==> src/rtl/nap_countdown_ctrl.sv <==
// rtl/nap_countdown_ctrl.sv - nap timer sequencer: setter gating, BCD countdown, timed alarm
// All outputs registered; prescaler and alarm counter share the tick strobe.
module nap_countdown_ctrl #(
  parameter int TICK_DIV   = 50_000_000,
  parameter int ALARM_SECS = 10
) (
  input  logic       clock,
  input  logic       reset,
  input  logic       cfg_done,
  input  logic [3:0] set_one_sec,
  input  logic [3:0] set_ten_sec,
  input  logic [3:0] set_one_min,
  input  logic       pause_key,
  input  logic       stop_key,
  output logic       setter_en,
  output logic [3:0] cnt_one_sec,
  output logic [3:0] cnt_ten_sec,
  output logic [3:0] cnt_one_min,
  output logic       running,
  output logic       alarm,
  output logic       done
);

  localparam int PW = (TICK_DIV > 1) ? $clog2(TICK_DIV) : 1;
  localparam int AW = (ALARM_SECS > 1) ? $clog2(ALARM_SECS) : 1;

  typedef enum logic [1:0] {
    S_IDLE  = 2'd0,
    S_RUN   = 2'd1,
    S_PAUSE = 2'd2,
    S_ALARM = 2'd3
  } state_t;

  state_t        state_q;
  logic [PW-1:0] presc_q;
  logic [AW-1:0] alarm_cnt_q;
  logic [3:0]    one_q, ten_q, min_q;
  logic          setter_en_q, running_q, alarm_q, done_q;

  logic          tick_d;
  logic [3:0]    ld_one_d, ld_ten_d, ld_min_d;
  logic          ld_zero_d;
  logic [3:0]    dec_one_d, dec_ten_d, dec_min_d;
  logic          dec_zero_d;
  logic [PW-1:0] presc_inc_d;

  always_comb begin
    tick_d      = (presc_q == PW'(TICK_DIV - 1));
    presc_inc_d = tick_d ? '0 : presc_q + PW'(1);

    ld_one_d  = (set_one_sec > 4'd9) ? 4'd9 : set_one_sec;
    ld_ten_d  = (set_ten_sec > 4'd5) ? 4'd5 : set_ten_sec;
    ld_min_d  = (set_one_min > 4'd9) ? 4'd9 : set_one_min;
    ld_zero_d = (ld_one_d == 4'd0) && (ld_ten_d == 4'd0) && (ld_min_d == 4'd0);

    // One BCD step with borrow rippling seconds-units -> tens -> minutes.
    dec_one_d = one_q;
    dec_ten_d = ten_q;
    dec_min_d = min_q;
    if (one_q != 4'd0) begin
      dec_one_d = one_q - 4'd1;
    end else begin
      dec_one_d = 4'd9;
      if (ten_q != 4'd0) begin
        dec_ten_d = ten_q - 4'd1;
      end else begin
        dec_ten_d = 4'd5;
        dec_min_d = min_q - 4'd1;
      end
    end
    dec_zero_d = (dec_one_d == 4'd0) && (dec_ten_d == 4'd0) && (dec_min_d == 4'd0);
  end

  always_ff @(posedge clock) begin
    if (reset) begin
      state_q     <= S_IDLE;
      presc_q     <= '0;
      alarm_cnt_q <= '0;
      one_q       <= 4'd0;
      ten_q       <= 4'd0;
      min_q       <= 4'd0;
      setter_en_q <= 1'b1;
      running_q   <= 1'b0;
      alarm_q     <= 1'b0;
      done_q      <= 1'b0;
    end else begin
      done_q      <= 1'b0;
      // Lags the state by one cycle so the setter sees a clean handover.
      setter_en_q <= (state_q == S_IDLE);
      case (state_q)
        S_IDLE: begin
          presc_q <= '0;
          if (cfg_done) begin
            if (ld_zero_d) begin
              one_q <= 4'd0;
              ten_q <= 4'd0;
              min_q <= 4'd0;
            end else begin
              one_q     <= ld_one_d;
              ten_q     <= ld_ten_d;
              min_q     <= ld_min_d;
              state_q   <= S_RUN;
              running_q <= 1'b1;
            end
          end
        end
        S_RUN: begin
          if (stop_key) begin
            state_q   <= S_IDLE;
            running_q <= 1'b0;
            one_q     <= 4'd0;
            ten_q     <= 4'd0;
            min_q     <= 4'd0;
          end else begin
            presc_q <= presc_inc_d;
            if (tick_d) begin
              one_q <= dec_one_d;
              ten_q <= dec_ten_d;
              min_q <= dec_min_d;
              if (dec_zero_d) begin
                state_q     <= S_ALARM;
                running_q   <= 1'b0;
                alarm_q     <= 1'b1;
                alarm_cnt_q <= '0;
                presc_q     <= '0;
              end else if (pause_key) begin
                state_q   <= S_PAUSE;
                running_q <= 1'b0;
              end
            end else if (pause_key) begin
              state_q   <= S_PAUSE;
              running_q <= 1'b0;
            end
          end
        end
        S_PAUSE: begin
          if (stop_key) begin
            state_q <= S_IDLE;
            one_q   <= 4'd0;
            ten_q   <= 4'd0;
            min_q   <= 4'd0;
          end else if (pause_key) begin
            state_q   <= S_RUN;
            running_q <= 1'b1;
          end
        end
        S_ALARM: begin
          one_q <= 4'd0;
          ten_q <= 4'd0;
          min_q <= 4'd0;
          if (stop_key) begin
            state_q <= S_IDLE;
            alarm_q <= 1'b0;
            done_q  <= 1'b1;
          end else begin
            presc_q <= presc_inc_d;
            if (tick_d) begin
              if (alarm_cnt_q == AW'(ALARM_SECS - 1)) begin
                state_q <= S_IDLE;
                alarm_q <= 1'b0;
                done_q  <= 1'b1;
              end else begin
                alarm_cnt_q <= alarm_cnt_q + AW'(1);
              end
            end
          end
        end
        default: state_q <= S_IDLE;
      endcase
    end
  end

  assign setter_en   = setter_en_q;
  assign cnt_one_sec = one_q;
  assign cnt_ten_sec = ten_q;
  assign cnt_one_min = min_q;
  assign running     = running_q;
  assign alarm       = alarm_q;
  assign done        = done_q;

endmodule
==> config.mk <==
export PLATFORM = sky130hd
export DESIGN_NAME = nap_countdown_ctrl
export DESIGN_NICKNAME = d
export VERILOG_FILES = /design/src/rtl/nap_countdown_ctrl.sv
export SDC_FILE = /design/constraint.sdc
export NUM_CORES = 1
export LEC_CHECK = 0
export BUFFER_PORTS_ARGS = -buffer_cell sky130_fd_sc_hd__buf_4
export CORE_MARGIN = 1
export CORE_UTILIZATION = 40
export DETAILED_ROUTE_END_ITERATION = 7
export PLACE_DENSITY_LB_ADDON = 0.2
export SLEW_MARGIN = 20
export SYNTH_ARGS = -nofsm -noshare
export SYNTH_HDL_FRONTEND = slang
export SYNTH_SLANG_ARGS = --single-unit
==> constraint.sdc <==
create_clock -name clock -period 3.56 [get_ports clock]
set_input_delay 0.534 -clock clock [delete_from_list [all_inputs] [get_ports clock]]
set_output_delay 0.534 -clock clock [all_outputs]
set_load 0.1 [all_outputs]
==> flow_metrics.py <==
metrics = {
    "cts": {
        "cts_tree": "done",
        "cts_resized": 0,
        "root_buffer": "clkbuf_8",
        "cts_buffers": 5,
        "clk_pin_slew_ns": 0.08,
        "clock-sinks": 48,
        "insertion_delay_ns": 0.30,
        "cts_buffer_depth": 2,
        "post_cts_buffers": 0,
        "cts_hold_buffers": 0,
        "htreeDepth": 2,
    },
    "sta": {
        "fmax_mhz": 404,
        "worst_slew_pin_slew_ns": 0.922,
        "grt_setup_unrepaired": "false",
        "setup_violations": 0,
        "slew_viol_final": 0,
        "hold_violations": 0,
        "min_period_ns": 2.47,
        "tns_ns": 0,
        "slew_headroom": 0.379,
        "fin_skew_ns": 0.0109,
        "finalCritPeriodShare": 0.695,
    },
    "synthesis": {
        "synth-edff-count": 0,
        "syn_inst": 348,
        "ys_warn_count": 0,
        "synth_area_leaders": "dfxtp_1 33%, a21oi_1 4.5%, nor2_1 4.3%",
        "synth-seq-cells": 48,
        "yosysUniqueCellTypes": 74,
        "synthFlopType": "dfxtp_1",
        "synth.net_count": 369,
        "synth-seq-area-share": 0.334,
        "yosysTopAreaCellShare": 0.334,
        "synth_area_per_cell_um2": 8.28,
        "async_reset_ff_frac": 0,
        "syn-cell-area_um2": 2880,
        "yosys.area.top_type": "dfxtp_1",
    },
    "worst_setup_path": {
        "path_delay_family": "simple AND/OR/NAND/NOR gates",
        "crit_start": "state_q[0]$_SDFFE_PP0P_",
        "cp.depth": 5,
        "startpoint_type": "flip-flop",
        "r2r_end": "presc_q[25]$_SDFFE_PP0P_",
        "crit_required_ns": 3.78,
        "crit_type": "reg -> reg",
        "end_kind": "flip-flop",
        "r2r_cells": 5,
        "crit_path_end": "presc_q[25]$_SDFFE_PP0P_",
        "crit_fanout": 22,
        "critPathArrivalTime_ns": 2.69,
        "cpMaxStageDelayCell": "dfxtp_1",
        "cp_num_buf_inv": 0,
        "cpPeakStageDelay_ns": 0.77,
        "crit_chain": "mux2_2 > nor3_2 > nand4_2 > or3_1 > a21oi_1",
        "timing.rr.start": "state_q[0]$_SDFFE_PP0P_",
        "rrSetupSlack_ns": 1.09,
    },
    "placement": {
        "place_hpwl_mm": 4.85,
        "postPlaceCellArea_um2": 3160,
        "dp_cells": 461,
        "port-buffer-count": 32,
        "gp_congestion": 0.809,
    },
    "pwr": {
        "combPwrFrac": 0.267,
        "intPower_w": 0.000878,
        "clkPwrFrac": 0.293,
        "swShare": 0.343,
        "pwr-share-seq": 0.440,
        "leakage_nw": 1.14,
        "powerDensity_nw_per_um2": 409,
        "p_sw_w": 0.000458,
        "ir_drop_v": 0.000186,
    },
    "cells_and_area": {
        "nets": 393,
        "layout_common_cells": "48 x dfxtp_1, 34 x buf_4, 33 x nor2_1",
        "num_antenna_cells": 0,
        "drive_above_1_share": 0.177,
        "layout_commonest_cell": "dfxtp_1",
        "final_cell_area_um2": 3270,
        "area_growth_pct": 13.5,
        "final_core_util": 0.476,
        "final_cells": 469,
    },
    "run": {
        "cap_violations": 0,
    },
    "routing": {
        "first_pass_iters": 5,
        "remaining_drc_errors": 0,
        "routedWlPerCell_um": 14.7,
        "drt_wl_total_mm": 6.88,
        "ant_nets": 0,
        "initialDrtViolationCount": 169,
        "vias": 2725,
        "viasPerCell": 5.81,
    },
    "global_routing": {
        "grt.met2_usage": 0.313,
        "use_met1": 0.260,
        "antenna_found_initial": 0,
        "grt_pass1_vias": 2454,
        "grt_overflow": 0,
        "track_usage": 0.192,
        "grt_pass1_wl_mm": 11.6,
        "grt-busiest-layer": "met2",
        "grt_max_degree": 23,
        "use_met3": 0.0341,
    },
    "run_status": {
        "status": "finished, final reports clean",
    },
    "floorplan": {
        "initial_core_util": 0.419,
        "coreArea_um2": 6870,
        "die_x_um": 86.9,
        "ios": 33,
        "die_h_um": 86.9,
        "dieArea_um2": 7540,
        "num_rows": 30,
    },
    "worst_hold_path": {
        "holdCritPathClass": "reg -> reg",
    },
}
[final cells by class]
class,instances,area (µm²)
Tap cell,96,120
Fill cell,686,3600
Clock inverter,2,35.0
Sequential cell,48,961
Timing Repair Buffer,34,255
Clock buffer,6,72.6
Inverter,16,60.1
Multi-Input combinational cell,267,1770
[per-stage QoR]
stage	worst slack, ns	hold WS (ns)	power [W]
floorplan	1.23	0.449	0.000875
global placement	1.18	0.474	0.000954
detailed placement	1.10	0.476	0.000955
CTS	1.06	0.489	0.00134
global route	0.890	0.516	0.00139
finish	1.09	0.488	0.00134
[registers in the layout (all words and copies together), names as in the netlist]
register and cells:
alarm 1, alarm_cnt_q 4, cnt_one_min 4, cnt_one_sec 4
cnt_ten_sec 4, done 1, presc_q 26, running 1
setter_en 1, state_q 2
[kinds of logic after synthesis]
group           synth area share
simple gates               0.301
compound gates             0.226
flops                      0.334
buf+inv                   0.0534
xor+xnor                  0.0517
mux                       0.0165
fa+ha+maj                 0.0174
[worst reg2reg max path, delay by kind of cell (launching register included)]
kind	cells	cell delay [ns]
AO/OA/AOI/OAI	1	0.14
AND/OR/NAND/NOR	3	1.03
multiplexers	1	0.47
flip-flops	1	0.77
[power by group through the flow]
stage	clock network [W]	logic, W	registers, W
2_1_floorplan	0	0.000177	0.000697
3_3_place_gp	0	0.000354	0.000599
3_5_place_dp	0	0.000355	0.000600
4_1_cts	0.000400	0.000356	0.000587
5_1_grt	0.000418	0.000382	0.000592
6_report	0.000391	0.000356	0.000588
[worst min-delay path by stage]
stage	slack [ns]	start	depth (start not counted)	to
after floorplan	0.45	presc_q[1]$_SDFFE_PP0P_	2	presc_q[1]$_SDFFE_PP0P_
after global placement	0.47	presc_q[15]$_SDFFE_PP0P_	2	presc_q[15]$_SDFFE_PP0P_
after detailed placement	0.48	presc_q[1]$_SDFFE_PP0P_	2	presc_q[1]$_SDFFE_PP0P_
after CTS	0.49	presc_q[1]$_SDFFE_PP0P_	2	presc_q[1]$_SDFFE_PP0P_
after global routing	0.52	cnt_ten_sec[3]$_SDFFE_PP0P_	2	cnt_ten_sec[3]$_SDFFE_PP0P_
final	0.49	presc_q[1]$_SDFFE_PP0P_	2	presc_q[1]$_SDFFE_PP0P_
[metal layers]
| metal | vias to the layer above | share of wire |
|---|---|---|
| met5 | - | 0 |
| met4 | 0 | 0.017 |
| met3 | 11 | 0.049 |
| met2 | 66 | 0.46 |
| met1 | 1304 | 0.47 |
| li1 | 1344 | - |
[Yosys cell counts (3+ instances only)]
library cell  instances
nand2_1              22
or2_2                 5
inv_1                16
buf_4                 3
clkbuf_1              8
nor4_1                6
nor4b_1               4
o21ai_0              21
nand3b_1              4
ha_1                  4
xor2_1                9
nand4_1              11
a211o_1               3
nor3_1                7
nand2b_1              3
nor2b_1               3
nor2_1               33
o21a_1                4
a31oi_1               3
or3_1                10
dfxtp_1              48
o211ai_1              3
and4_1                4
buf_2                 3
a211oi_1              8
nand3_1              10
a21oi_1              26
xnor2_1               8
and3_1                5
Power figures use the tool's default switching activity.
